**config.mk**
```make
export PLATFORM = sky130hd
export DESIGN_NAME = multicycle_ctrl
export DESIGN_NICKNAME = d
export VERILOG_FILES = /design/src/rtl/arm_ctrl_pkg.sv /design/src/rtl/cond_check.sv /design/src/rtl/multicycle_ctrl.sv
export SDC_FILE = /design/constraint.sdc
export NUM_CORES = 1
export LEC_CHECK = 0
export BUFFER_PORTS_ARGS = -buffer_cell sky130_fd_sc_hd__buf_4
export CAP_MARGIN = 20
export CORE_MARGIN = 4
export CORE_UTILIZATION = 49
export DETAILED_ROUTE_END_ITERATION = 10
export GPL_TIMING_DRIVEN = 0
export HOLD_SLACK_MARGIN = 0.06
export PLACE_DENSITY = 0.86
export SETUP_SLACK_MARGIN = 0.2
export SLEW_MARGIN = 20
export SYNTH_ARGS = -nofsm -noshare
export SYNTH_HDL_FRONTEND = slang
export SYNTH_HIERARCHICAL = 1
export SYNTH_SLANG_ARGS = --single-unit
```
**constraint.sdc**
```tcl
create_clock -name clk -period 2.9 [get_ports clk]
set_clock_uncertainty 0.1 [all_clocks]
set_input_delay 0.145 -clock clk [delete_from_list [all_inputs] [get_ports clk]]
set_output_delay 0.145 -clock clk [all_outputs]
set_load 0.02 [all_outputs]
```
**src/rtl/arm_ctrl_pkg.sv**
```systemverilog
// Shared types and encodings for the multicycle ARM-subset controller.
// Optional instruction counter is enabled with CTRL_PERF_CNT_EN (see multicycle_ctrl).
package arm_ctrl_pkg;

    localparam int MEM_TIMEOUT_DEF = 15;

    typedef enum logic [3:0] {
        FETCH  = 4'd0,
        DECODE = 4'd1,
        MEMADR = 4'd2,
        MEMRD  = 4'd3,
        MEMWR  = 4'd4,
        MEMWB  = 4'd5,
        EXECR  = 4'd6,
        EXECI  = 4'd7,
        ALUWB  = 4'd8,
        BRANCH = 4'd9,
        FAULT  = 4'd10
    } state_t;

    localparam logic [2:0] ALU_ADD = 3'b000;
    localparam logic [2:0] ALU_SUB = 3'b001;
    localparam logic [2:0] ALU_AND = 3'b010;
    localparam logic [2:0] ALU_ORR = 3'b011;
    localparam logic [2:0] ALU_MOV = 3'b100;

    localparam logic [3:0] CMD_AND = 4'b0000;
    localparam logic [3:0] CMD_SUB = 4'b0010;
    localparam logic [3:0] CMD_ADD = 4'b0100;
    localparam logic [3:0] CMD_CMP = 4'b1010;
    localparam logic [3:0] CMD_ORR = 4'b1100;
    localparam logic [3:0] CMD_MOV = 4'b1101;

    localparam logic [1:0] OP_DP  = 2'b00;
    localparam logic [1:0] OP_MEM = 2'b01;
    localparam logic [1:0] OP_BR  = 2'b10;

    localparam logic [3:0] COND_EQ = 4'h0;
    localparam logic [3:0] COND_NE = 4'h1;
    localparam logic [3:0] COND_CS = 4'h2;
    localparam logic [3:0] COND_CC = 4'h3;
    localparam logic [3:0] COND_MI = 4'h4;
    localparam logic [3:0] COND_PL = 4'h5;
    localparam logic [3:0] COND_VS = 4'h6;
    localparam logic [3:0] COND_VC = 4'h7;
    localparam logic [3:0] COND_HI = 4'h8;
    localparam logic [3:0] COND_LS = 4'h9;
    localparam logic [3:0] COND_GE = 4'hA;
    localparam logic [3:0] COND_LT = 4'hB;
    localparam logic [3:0] COND_GT = 4'hC;
    localparam logic [3:0] COND_LE = 4'hD;
    localparam logic [3:0] COND_AL = 4'hE;
    localparam logic [3:0] COND_NV = 4'hF;

    localparam logic [1:0] RES_ALUOUT = 2'b00;
    localparam logic [1:0] RES_DATA   = 2'b01;
    localparam logic [1:0] RES_ALU    = 2'b10;

    localparam logic [1:0] SRCB_RD2  = 2'b00;
    localparam logic [1:0] SRCB_EXT  = 2'b01;
    localparam logic [1:0] SRCB_FOUR = 2'b10;

    localparam logic [1:0] IMM_8  = 2'b00;
    localparam logic [1:0] IMM_12 = 2'b01;
    localparam logic [1:0] IMM_24 = 2'b10;

    function automatic logic cmd_valid(input logic [3:0] cmd);
        case (cmd)
            CMD_AND, CMD_SUB, CMD_ADD, CMD_CMP, CMD_ORR, CMD_MOV: return 1'b1;
            default: return 1'b0;
        endcase
    endfunction

    // Add/sub class commands update all of NZCV; the rest only NZ.
    function automatic logic cmd_arith(input logic [3:0] cmd);
        case (cmd)
            CMD_ADD, CMD_SUB, CMD_CMP: return 1'b1;
            default: return 1'b0;
        endcase
    endfunction

    function automatic logic [2:0] cmd_alu(input logic [3:0] cmd);
        case (cmd)
            CMD_ADD: return ALU_ADD;
            CMD_SUB: return ALU_SUB;
            CMD_CMP: return ALU_SUB;
            CMD_AND: return ALU_AND;
            CMD_ORR: return ALU_ORR;
            CMD_MOV: return ALU_MOV;
            default: return ALU_ADD;
        endcase
    endfunction

endpackage

```
**src/rtl/cond_check.sv**
```systemverilog
// Condition-code evaluation: Cond field against stored NZCV flags.
module cond_check
    import arm_ctrl_pkg::*;
(
    input  logic [3:0] cond,
    input  logic [3:0] flags,
    output logic       cond_ok
);

    logic n_s, z_s, c_s, v_s;
    assign {n_s, z_s, c_s, v_s} = flags;

    // Decode the 16 ARM condition codes
    always_comb begin
        cond_ok = 1'b0;
        case (cond)
            COND_EQ: cond_ok = z_s;
            COND_NE: cond_ok = ~z_s;
            COND_CS: cond_ok = c_s;
            COND_CC: cond_ok = ~c_s;
            COND_MI: cond_ok = n_s;
            COND_PL: cond_ok = ~n_s;
            COND_VS: cond_ok = v_s;
            COND_VC: cond_ok = ~v_s;
            COND_HI: cond_ok = c_s & ~z_s;
            COND_LS: cond_ok = ~c_s | z_s;
            COND_GE: cond_ok = (n_s == v_s);
            COND_LT: cond_ok = (n_s != v_s);
            COND_GT: cond_ok = ~z_s & (n_s == v_s);
            COND_LE: cond_ok = z_s | (n_s != v_s);
            COND_AL: cond_ok = 1'b1;
            COND_NV: cond_ok = 1'b0;
            default: cond_ok = 1'b0;
        endcase
    end

endmodule

```
**src/rtl/multicycle_ctrl.sv**
```systemverilog
// Multicycle sequencer for the ARM-subset datapath with NZCV flags and memory-timeout trap.
// Define CTRL_PERF_CNT_EN to build the retired-instruction counter on instr_count.
module multicycle_ctrl
    import arm_ctrl_pkg::*;
#(
    parameter int MEM_TIMEOUT = MEM_TIMEOUT_DEF
) (
    input  logic        clk,
    input  logic        rst,
    input  logic [3:0]  Cond,
    input  logic [1:0]  Op,
    input  logic [5:0]  Funct,
    input  logic [3:0]  Rd,
    input  logic [3:0]  ALUFlags,
    input  logic        mem_ready,
    output logic        PCWrite,
    output logic        AdrSrc,
    output logic        MemWrite,
    output logic        IRWrite,
    output logic        RegWrite,
    output logic [1:0]  ResultSrc,
    output logic        ALUSrcA,
    output logic [1:0]  ALUSrcB,
    output logic [2:0]  ALUControl,
    output logic [1:0]  ImmSrc,
    output logic [1:0]  RegSrc,
    output logic        fault,
    output logic [31:0] instr_count
);

    localparam int CNT_W = $clog2(MEM_TIMEOUT + 1);

    state_t           state_r;
    state_t           state_nxt_s;
    logic [3:0]       flags_r;
    logic [CNT_W-1:0] wait_cnt_r;
    logic             fault_r;
    logic             cond_ok_s;
    logic             instr_ok_s;
    logic             wait_state_s;
    logic             timeout_s;
    logic [3:0]       cmd_s;
    logic             is_cmp_s;
    logic             rd_pc_s;
    logic [1:0]       imm_dec_s;
    logic [1:0]       regsrc_dec_s;

    assign cmd_s    = Funct[4:1];
    assign is_cmp_s = (cmd_s == CMD_CMP);
    assign rd_pc_s  = (Rd == 4'd15);
    assign fault    = fault_r;

    cond_check u_cond_check (
        .cond    (Cond),
        .flags   (flags_r),
        .cond_ok (cond_ok_s)
    );

    // Instruction acceptance and memory-wait timeout detection
    always_comb begin
        instr_ok_s   = cond_ok_s &&
                       ((Op == OP_MEM) || (Op == OP_BR) || ((Op == OP_DP) && cmd_valid(cmd_s)));
        wait_state_s = (state_r == FETCH) || (state_r == MEMRD) || (state_r == MEMWR);
        timeout_s    = wait_state_s && !mem_ready && (wait_cnt_r == CNT_W'(MEM_TIMEOUT - 1));
    end

    // Immediate format and register-source selects implied by the opcode
    always_comb begin
        imm_dec_s    = IMM_8;
        regsrc_dec_s = 2'b00;
        case (Op)
            OP_DP:   begin imm_dec_s = IMM_8;  regsrc_dec_s = 2'b00;           end
            OP_MEM:  begin imm_dec_s = IMM_12; regsrc_dec_s = {~Funct[0], 1'b0}; end
            OP_BR:   begin imm_dec_s = IMM_24; regsrc_dec_s = 2'b01;           end
            default: begin imm_dec_s = IMM_8;  regsrc_dec_s = 2'b00;           end
        endcase
    end

    // Next-state logic
    always_comb begin
        state_nxt_s = state_r;
        case (state_r)
            FETCH:   state_nxt_s = timeout_s ? FAULT : (mem_ready ? DECODE : FETCH);
            DECODE: begin
                if (!instr_ok_s)        state_nxt_s = FETCH;
                else if (Op == OP_MEM)  state_nxt_s = MEMADR;
                else if (Op == OP_BR)   state_nxt_s = BRANCH;
                else if (Funct[5])      state_nxt_s = EXECI;
                else                    state_nxt_s = EXECR;
            end
            MEMADR:  state_nxt_s = Funct[0] ? MEMRD : MEMWR;
            MEMRD:   state_nxt_s = timeout_s ? FAULT : (mem_ready ? MEMWB : MEMRD);
            MEMWR:   state_nxt_s = timeout_s ? FAULT : (mem_ready ? FETCH : MEMWR);
            MEMWB:   state_nxt_s = FETCH;
            EXECR:   state_nxt_s = ALUWB;
            EXECI:   state_nxt_s = ALUWB;
            ALUWB:   state_nxt_s = FETCH;
            BRANCH:  state_nxt_s = FETCH;
            FAULT:   state_nxt_s = FAULT;
            default: state_nxt_s = FAULT;
        endcase
    end

    // Datapath selects and write enables; everything is forced low while in reset
    always_comb begin
        PCWrite    = 1'b0;
        AdrSrc     = 1'b0;
        MemWrite   = 1'b0;
        IRWrite    = 1'b0;
        RegWrite   = 1'b0;
        ResultSrc  = RES_ALUOUT;
        ALUSrcA    = 1'b0;
        ALUSrcB    = SRCB_RD2;
        ALUControl = ALU_ADD;
        ImmSrc     = IMM_8;
        RegSrc     = 2'b00;
        if (rst) begin
            PCWrite = 1'b0;
        end else begin
            if ((state_r != FETCH) && (state_r != FAULT)) begin
                ImmSrc = imm_dec_s;
                RegSrc = regsrc_dec_s;
            end else begin
                ImmSrc = IMM_8;
            end
            case (state_r)
                FETCH: begin
                    ALUSrcA   = 1'b1;
                    ALUSrcB   = SRCB_FOUR;
                    ResultSrc = RES_ALU;
                    IRWrite   = mem_ready;
                    PCWrite   = mem_ready;
                end
                DECODE: begin
                    ALUSrcA = 1'b1;
                    ALUSrcB = SRCB_FOUR;
                end
                MEMADR: begin
                    ALUSrcB    = SRCB_EXT;
                    ALUControl = Funct[3] ? ALU_ADD : ALU_SUB;
                end
                MEMRD:  AdrSrc = 1'b1;
                MEMWR: begin
                    AdrSrc   = 1'b1;
                    MemWrite = mem_ready;
                end
                MEMWB: begin
                    ResultSrc = RES_DATA;
                    RegWrite  = 1'b1;
                    PCWrite   = rd_pc_s;
                end
                EXECR:  ALUControl = cmd_alu(cmd_s);
                EXECI: begin
                    ALUSrcB    = SRCB_EXT;
                    ALUControl = cmd_alu(cmd_s);
                end
                ALUWB: begin
                    ResultSrc = RES_ALUOUT;
                    RegWrite  = ~is_cmp_s;
                    PCWrite   = rd_pc_s & ~is_cmp_s;
                end
                BRANCH: begin
                    ALUSrcB   = SRCB_EXT;
                    ResultSrc = RES_ALU;
                    PCWrite   = 1'b1;
                end
                default: PCWrite = 1'b0;
            endcase
        end
    end

    // State register
    always_ff @(posedge clk or posedge rst) begin
        if (rst) state_r <= FETCH;
        else     state_r <= state_nxt_s;
    end

    // Memory wait counter, restarted on every state change
    always_ff @(posedge clk or posedge rst) begin
        if (rst)                                wait_cnt_r <= '0;
        else if (state_nxt_s != state_r)       wait_cnt_r <= '0;
        else if (wait_state_s && !mem_ready)   wait_cnt_r <= wait_cnt_r + CNT_W'(1);
        else                                   wait_cnt_r <= wait_cnt_r;
    end

    // Sticky timeout indication, cleared only by reset
    always_ff @(posedge clk or posedge rst) begin
        if (rst)                       fault_r <= 1'b0;
        else if (state_nxt_s == FAULT) fault_r <= 1'b1;
        else                           fault_r <= fault_r;
    end

    // NZCV register; logic ops leave C and V untouched
    always_ff @(posedge clk or posedge rst) begin
        if (rst) begin
            flags_r <= 4'b0000;
        end else if (((state_r == EXECR) || (state_r == EXECI)) && Funct[0]) begin
            if (cmd_arith(cmd_s)) flags_r <= ALUFlags;
            else                  flags_r <= {ALUFlags[3:2], flags_r[1:0]};
        end else begin
            flags_r <= flags_r;
        end
    end

`ifdef CTRL_PERF_CNT_EN
    logic [31:0] instr_count_r;
    logic        retire_s;

    // An instruction retires when a completing state hands back to FETCH
    always_comb begin
        retire_s = (state_nxt_s == FETCH) &&
                   ((state_r == MEMWB) || (state_r == MEMWR) ||
                    (state_r == ALUWB) || (state_r == BRANCH));
    end

    // Retired-instruction counter, free-running modulo 2^32
    always_ff @(posedge clk or posedge rst) begin
        if (rst)           instr_count_r <= 32'd0;
        else if (retire_s) instr_count_r <= instr_count_r + 32'd1;
        else               instr_count_r <= instr_count_r;
    end

    assign instr_count = instr_count_r;
`else
    assign instr_count = 32'd0;
`endif

endmodule

```
Yosys cells after proc, flatten, opt, wreduce, memory -nomap -nowiden --
Index checks and enable logic that the tools add are counted.
Storage, ports and cells: register bits 13, bits in latches 0, RAM bits 0, memory bits (read-only) 0, bits of input ports 23, output and inout port bits 50, logic and storage cells 127, memories 0
Cells by class: $add $sub $neg 1, multipliers 0, divide/modulo/power cells 0, magnitude comparators 0, equality and inequality tests 38, shift-type cells 0, mux-type cells 44, bitwise operators 11, reductions and logical operators 28
Operators by type and width (count):
- equality test 4 bit (second input constant) | 16
- equality test 4 x 3 -> 1 bit (second input constant) | 9
- 2-to-1 mux 4 bit | 8
- case mux 4 bit (7 select lines) | 1
- equality test 4 x 2 -> 1 bit (second input constant) | 5
- 2-to-1 mux 1 bit | 16
- case mux 1 bit (16 select lines) | 1
- case mux 2 bit (2 select lines) | 4
- zero test 4 bit | 3
- 2-to-1 mux 2 bit | 6
- 2-to-1 mux 3 bit | 4
- case mux 3 bit (4 select lines) | 1
- OR reduction 2 bit | 5
- OR reduction 3 bit | 3
- equality test 4 x 1 -> 1 bit (second input constant) | 2
- logical AND 1 bit | 6
- inverter 1 bit | 6
- case mux 3 bit (2 select lines) | 1
- OR reduction 6 bit | 1
- logical OR 1 bit | 5
- adder 4 x 1 -> 4 bit (second input constant) | 1
- != test 4 bit | 1
- != test 4 bit (second input constant) | 1
- case mux 1 bit (4 select lines) | 1
- 12 further kinds | 15

Depth between registers and ports, before layout --
Gate-level depths: netlist (run 1).
word-level depth 10, gate-level depth with buffers 11, depth with buffers taken out 10

Modules after synthesis --
The synthesis (run 1) kept the hierarchy.
By module, submodules not included:
- multicycle_ctrl | times used 1, cells each 183, area an instance 1567.8 µm², sequential area each 325.3 µm²
- cond_check | times used 1, cells each 23, area an instance 155.1 µm², sequential area each 0.0 µm²

Least setup slack after synthesis (run 1) --
Ideal clock, no wire load.
path type register to output, start point register state_r[3], end point output PCWrite, arrival time 2232 ps, required time 2655 ps, slack 423 ps, stages on the path, launching flop included 7, buffers on the path 1, cells stage by stage dfrtp_1 > buf_6 > and2b_1 > nand2_1 > a21o_1 > a2bb2oi_1 > a2111oi_0
Between the ends: longest elaborated chain between the ends 3, elaborated cells between the ends (all ways) 6, those cells by class 3 x eq/ne; 2 x mux; 1 x reduce/logical
RTL lines:
- start, declared | line multicycle_ctrl.sv:33 | state_t state_r;
- start signal, assigned | line multicycle_ctrl.sv:175 | else state_r <= state_nxt_s;
- equality test 4 bit, or another cell as far along | line multicycle_ctrl.sv:126 | case (state_r)
- case mux 1 bit (4 select lines) * | line multicycle_ctrl.sv:126
- 2-to-1 mux 1 bit * | line multicycle_ctrl.sv:117 | if (rst) begin
- end, declared | line multicycle_ctrl.sv:16 | output logic PCWrite,
Mark *: on every way between the ends. The rest lies on a longest branch, timed or not.

Worst setup path after layout (run 1) --
start point register flags_r[3], end point register fault_r, in the netlist fault
Between the ends: longest elaborated chain between the ends 7, elaborated cells between the ends (all ways) 10, those cells by class 3 x eq/ne; 3 x mux; 3 x bitwise; 1 x reduce/logical
RTL lines:
- start, declared | line multicycle_ctrl.sv:35 | logic [3:0] flags_r;
- start signal, assigned | line multicycle_ctrl.sv:198 | if (cmd_arith(cmd_s)) flags_r <= ALUFlags;
- start signal, assigned | line multicycle_ctrl.sv:199 | else flags_r <= {ALUFlags[3:2], flags_r[1:0]};
- start signal, assigned | line multicycle_ctrl.sv:201 | flags_r <= flags_r;
- != test 1 bit / equality test 1 bit (equally long branches)
- bitwise OR 1 bit / bitwise AND 1 bit (equally long branches) | line cond_check.sv:30, cond_check.sv:29
- case mux 1 bit (16 select lines) * | line cond_check.sv:16 | case (cond)
- net cond_ok_s | line multicycle_ctrl.sv:38 | logic cond_ok_s;
- logical AND 1 bit * | line multicycle_ctrl.sv:61 | instr_ok_s = cond_ok_s &&
- 2-to-1 mux 4 bit * | line multicycle_ctrl.sv:85 | if (!instr_ok_s) state_nxt_s = FETCH;
- case mux 4 bit (7 select lines) * | line multicycle_ctrl.sv:82 | case (state_r)
- equality test 4 bit * | line multicycle_ctrl.sv:189 | else if (state_nxt_s == FAULT) fault_r <= 1'b1;
- end signal, assigned | line multicycle_ctrl.sv:190 | else fault_r <= fault_r;
- end, declared | line multicycle_ctrl.sv:37 | logic fault_r;
The timed path passes the listed nets; every way through them passes the cells marked *. A chain may end at the register's enable or synchronous reset.

==> results of run 1 <==
[flip-flops by register name (all words and copies together) (netlist names)]
name / cells
fault: 1
flags_r: 4
state_r: 4
wait_cnt_r: 4
[final cells by class]
type | instances | area share, %
Clock buffer | 4 | 1.15
Inverter | 12 | 1.96
Tap cell | 46 | 2.51
Timing Repair Buffer | 42 | 14.2
Buffer | 43 | 14.9
Sequential cell | 13 | 14.2
Multi-Input combinational cell | 169 | 51.1
[path summary, 6_finish.rpt]
kind                                              to                   start  cells after the start  slack [ns]
max in group asynchronous     flags_r[1]$_DFFE_PP0P_                     rst                      3        2.27
min in group clk                state_r[2]$_DFF_PP0_               mem_ready                      3        0.20
min reg2reg                        fault$_DFFE_PP0N_       fault$_DFFE_PP0N_                      2        0.37
max                                fault$_DFFE_PP0N_  flags_r[3]$_DFFE_PP0P_                      9        0.32
max reg2reg                        fault$_DFFE_PP0N_  flags_r[3]$_DFFE_PP0P_                      9        0.32
min                        wait_cnt_r[1]$_DFFE_PP0P_                     rst                      3        0.11
[per-layer routing]
layer  share of wire, %  vias up
met1                 42      728
met4               0.74        0
met2                 50       50
li1                   -      822
met5                  0        -
met3                7.2        2
[synth_stat cells (3+ instances only)]
cell type | number | area share [%]
nor2_2 | 3 | 1.1
and3_1 | 3 | 1.1
xnor2_1 | 3 | 1.5
ha_1 | 7 | 5.1
nor3_1 | 3 | 0.87
a21oi_1 | 10 | 2.9
a211oi_1 | 3 | 1.3
xor2_1 | 7 | 3.6
inv_1 | 12 | 2.6
nor4_1 | 8 | 2.9
nand2_1 | 10 | 2.2
and2b_1 | 3 | 1.3
nand3_1 | 8 | 2.3
buf_4 | 34 | 15
o21ai_0 | 7 | 2.0
buf_6 | 4 | 2.6
dfrtp_1 | 13 | 19
mux2i_1 | 4 | 2.3
nor2_1 | 13 | 2.8
mux2_2 | 4 | 2.6
[per-stage QoR]
step / hold slack, ns / instance area, um^2
2_1_floorplan: 0.135 / 1840
3_3_place_gp: 0.279 / 2170
3_5_place_dp: 0.287 / 2170
4_1_cts: 0.119 / 2240
5_1_grt: 0.191 / 2290
6_report: 0.111 / 2290
[cell families (layout without fill, tap and decap cells)]
kind of cell | count (synthesis) | after routing | synth area share [%]
flops | 13 | 13 | 18.9
mux | 8 | 8 | 4.94
other cells | 1 | 32 | 0.218
buf+inv | 55 | 101 | 22.5
simple gates | 68 | 68 | 22.0
fa+ha+maj | 8 | 8 | 5.66
xor+xnor | 10 | 10 | 5.08
compound gates | 43 | 43 | 20.7
[power groups by stage]
stage | logic [uW] | registers, uW | clock network [uW]
2_1_floorplan | 682 | 258 | 0
3_3_place_gp | 870 | 265 | 0
3_5_place_dp | 882 | 268 | 0
4_1_cts | 891 | 264 | 112
5_1_grt | 1040 | 272 | 124
6_report | 954 | 266 | 107
[what timing repair did]
item | in CTS | in global routing
setup buffers | 0 | 1
endpoints found under the hold margin | 4 | 0
endpoints found under the setup margin | 0 | 5
hold buffers | 4 | 0
resized for setup | 0 | 7
[worst reg2reg max path, stage by stage (launching register included)]
cell	delay, ns
dfrtp_1	0.41
xor2_2	0.20
xor2_1	0.16
a2111oi_2	0.36
a311oi_1	0.08
o22ai_1	0.14
nand3_1	0.14
a21o_1	0.22
o221a_1	0.34
o41ai_2	0.34
==> out/results.tsv, run 1 <==
metric	value	unit
status	completed	
finalPower	1330	uW
crit_path_max_fanout	3	
yosysUniqueCellTypes	58	
cts_buffer_depth	2	
vias	1602	
dieArea	0.00453	mm^2
slowest_stage	dfrtp_1	
grt_usage	17.0	%
combPwrFrac	71.9	%
synth_warnings	6	
clockPowerShare	8.1	%
core_area	0.00336	mm^2
setup_violations	0	
dieWidth	67.3	um
p_per_area	578	mW/mm^2
slew_viol_final	0	
path_cells	xor2_2 -> xor2_1 -> a2111oi_2 -> a311oi_1 -> o22ai_1 -> nand3_1 -> a21o_1 -> o221a_1 -> o41ai_2	
crit_family	compound AO/OA/AOI/OAI gates	
grt.busiest_layer	met2	
end_kind	register	
syn_area	0.00172	mm^2
slowest_delay	0.41	ns
worstSetupPathType	reg -> reg	
cp_data_arrival_time	2.65	ns
post-route-period-util	88.9	%
nNetsFinal	314	
grt_use_met2	27.7	%
finalHoldViolations	0	
drive_above_1_share	37.1	%
period_minus_slack	2.58	ns
seqCellArea	325	um^2
syn_inst	206	
dp_slack	0.265	ns
grt_pass1_wl	6100	um
firstDrtPassIters	4	
fillers	284	
crit_buf_inv	0	
ir_drop	374	uV
area_growth	33.1	%
numCtsBuffers	3	
floorplan.rows	21	
clk_pin_slew	0.07	ns
synth_async_sr_flop_share	100	%
drc	0	
ys_seq_elements	13	
power.switching	650	uW
ios	73	
drv_cap	0	
setup_tns	0	ns
start_util	51.2	%
antennaDiodeCount	0	
portBuffers	37	
vias_per_cell	4.87	
die_h	67.3	um
gr-usage-met3	3.33	%
seqPwrFrac	20.0	%
leakage	0.00115	uW
grt_max_degree	14	
routedWlPerCell	11.9	um
dp_hpwl	3080	um
overflow	0	
ys_seq_area_share	18.9	%
cp.required	2.97	ns
avgSynthCellArea	8.36	um^2
cts_tree	built	
routed_wl	3900	um
layout_commonest_cell	buf_4	
place_congestion	0.860	
globalRouteMet1Util	23.7	%
cp-start-kind	register	
dp_cells	320	
max_freq	388	MHz
final_cell_mix	buf_4 (72), conb_1 (32), nor2_1 (13), dfrtp_1 (13), inv_1 (12)	
intPower	676	uW
cts_sinks	13	
fin_util	68.2	%
fin_ws	0.322	ns
grt_pass1_vias	1368	
rsz0062_at_grt	no	
drt_iter0_drc	89	
switching_share	49.0	%
synth-edff-count	0	
synth_ff_type	dfrtp_1	
htree_levels	1	
hold_path_class	in -> async	
antenna_found_initial	0	
multi_input_area	0.00117	mm^2
clk_latency	0.27	ns
ant_nets	0	
instances_no_fill	329	
root_buffer	clkbuf_4	
No activity file was read; power rests on OpenSTA's default activity.
==> inputs of run 2 (changes only) <==
CORE_UTILIZATION = 44   (was 49)
PLACE_DENSITY = 0.81   (was 0.86)
clock period = 2.2 ns   (was 2.9 ns; I/O delays follow)
==> run 2 against run 1 <==
- the flow now finishes with violations (negative setup slack)
- critical path type unchanged
- highest routed layer unchanged
- critical path depth grew 1
- clock-buffer cell count unchanged
- largest cell class unchanged
- non-clock buffer count increased by 13
- sequential share of layout area decreased by 1.1 points
- cell area rose by 9.2%
==> out/results.tsv, run 2 (synthesis results as in run 1) <==
metric	value	unit	change
status	finished with violations		
violations	negative setup slack		
nNetsFinal	327		+4.1%
max_freq	391	MHz	+0.88%
portBuffers	37		unchanged
firstDrtPassIters	4		unchanged
drt_iter0_drc	42		-53%
leakage	0.00123	uW	+7.2%
cts_tree	built		
ios	73		unchanged
cp_data_arrival_time	2.60	ns	-0.05 ns
routedWlPerCell	12.6	um	+5.9%
clk_latency	0.24	ns	-0.03 ns
layout_commonest_cell	buf_4		
htree_levels	1		unchanged
setup_tns	-1.66	ns	-1.66 ns
cts_sinks	13		unchanged
grt_max_degree	14		unchanged
grt_pass1_wl	6900	um	+13%
crit_path_max_fanout	4		+1
drv_cap	0		unchanged
die_h	70.6	um	+4.9%
end_kind	register		
core_area	0.00372	mm^2	+10%
ant_nets	0		unchanged
routed_wl	4320	um	+11%
drive_above_1_share	45.9	%	+8.8 points
grt_usage	16.3	%	-0.70 points
slew_viol_final	0		unchanged
start_util	46.4	%	-4.9 points
worstSetupPathType	reg -> reg		
final_cell_mix	buf_4 (85), conb_1 (32), dfrtp_1 (12)		
post-route-period-util	116	%	+27 points
dp_cells	322		+0.63%
dieWidth	70.6	um	+4.9%
dieArea	0.00498	mm^2	+10%
drc	0		unchanged
finalHoldViolations	0		unchanged
overflow	0		unchanged
fillers	303		+6.7%
fin_ws	-0.355	ns	-0.678 ns
period_minus_slack	2.56	ns	-0.0224 ns
place_congestion	0.804		-6.5%
floorplan.rows	22		+4.8%
area_growth	45.4	%	
root_buffer	clkbuf_8		
holdWs	0.143	ns	+0.0326 ns
antennaDiodeCount	0		unchanged
grt_pass1_vias	1592		+16%
setup_violations	8		+8
numCtsBuffers	3		unchanged
vias_per_cell	4.99		+2.4%
rsz0062_at_grt	yes		
hold_path_class	in -> async		
fin_util	67.4	%	-0.78 points
cts_buffer_depth	2		unchanged
p_per_area	801	mW/mm^2	+39%
antenna_found_initial	0		unchanged
cp.required	2.25	ns	-0.72 ns
clk_pin_slew	0.05	ns	-0.02 ns
instances_no_fill	344		+4.6%
ir_drop	497	uV	+33%
vias	1716		+7.1%
finalPower	2010	uW	+51%
cp-start-kind	register		
top_regs	flags_r x4, state_r x4, wait_cnt_r x4		
dp_hpwl	3230	um	+4.7%
run 2: changes by cell type in the layout (fill, tap and decap cells not counted), moves of 2 or more:
cell and change:
a21oi_1 -2, clkbuf_8 +2, a211oi_2 +2, nor2_2 +2, clkbuf_4 -3, nor2_1 -3
buf_4 +13, nand2_1 -2, nand2_2 +2, a211oi_1 -3
run 2: path summary, 6_finish.rpt:
path,start,endpoint,slack [ns],cells after the start
setup / recovery,flags_r[0]$_DFFE_PP0P_,wait_cnt_r[1]$_DFFE_PP0P_,-0.36,10
hold / removal,rst,fault$_DFFE_PP0N_,0.14,3
setup reg to reg,flags_r[0]$_DFFE_PP0P_,wait_cnt_r[1]$_DFFE_PP0P_,-0.36,10
hold reg to reg,fault$_DFFE_PP0N_,fault$_DFFE_PP0N_,0.38,2
max in group asynchronous,rst,state_r[2]$_DFF_PP0_,1.51,3
min in group clk,Funct[0],flags_r[2]$_DFFE_PP0P_,0.22,3
run 2: critical path, cell delays in order (launching register included):
cell and delay [ns]:
dfrtp_1 0.41, xor2_2 0.20, xor2_1 0.16, a2111oi_2 0.34
a311oi_1 0.08, o22ai_1 0.19, nand3_1 0.12, a21o_1 0.21
o221ai_2 0.23, o211ai_4 0.14, nor4b_2 0.28
run 2: stage by stage:
stage | worst slack [ns] | instance area, um^2
2_1_floorplan | -0.101 | 1850
3_3_place_gp | -0.294 | 2190
3_5_place_dp | -0.407 | 2190
4_1_cts | -0.361 | 2410
5_1_grt | -0.533 | 2500
6_report | -0.355 | 2500
run 2: report_power, final:
part / internal, uW / total [uW] / leakage, uW / switching [uW]
logic: 642 / 1450 / 0.00104 / 806
clock network: 128 / 208 / 0.0000228 / 80.2
registers: 291 / 352 / 0.000170 / 60.4
run 2: routing by layer:
layer / track usage, % / vias to the layer above / share of wire (%)
met5: 0 / - / 0
met4: 4.18 / 0 / 1.4
met3: 4.26 / 7 / 7.6
met2: 27.4 / 53 / 51
met1: 20.9 / 815 / 40
li1: - / 841 / -
run 2: area by class of cell:
cell class	instances	area, um^2	area share (%)
tap	48	60.1	2.40
multi-input combinational	169	1260	50.3
sequential	13	327	13.0
timing repair buffer	55	423	16.9
clock buffer	4	45.0	1.80
buffer	43	344	13.7
inverter	12	45.0	1.80
run 2: repair_timing:
action / 4_1_cts / 5_1_grt
cloned: 0 / 0
pin swaps: 18 / 9
setup endpoints to repair: 12 / 14
buffers inserted: 11 / 3
hold buffers: 4 / 0
endpoints found under the hold margin: 4 / 0
resized for setup: 14 / 15
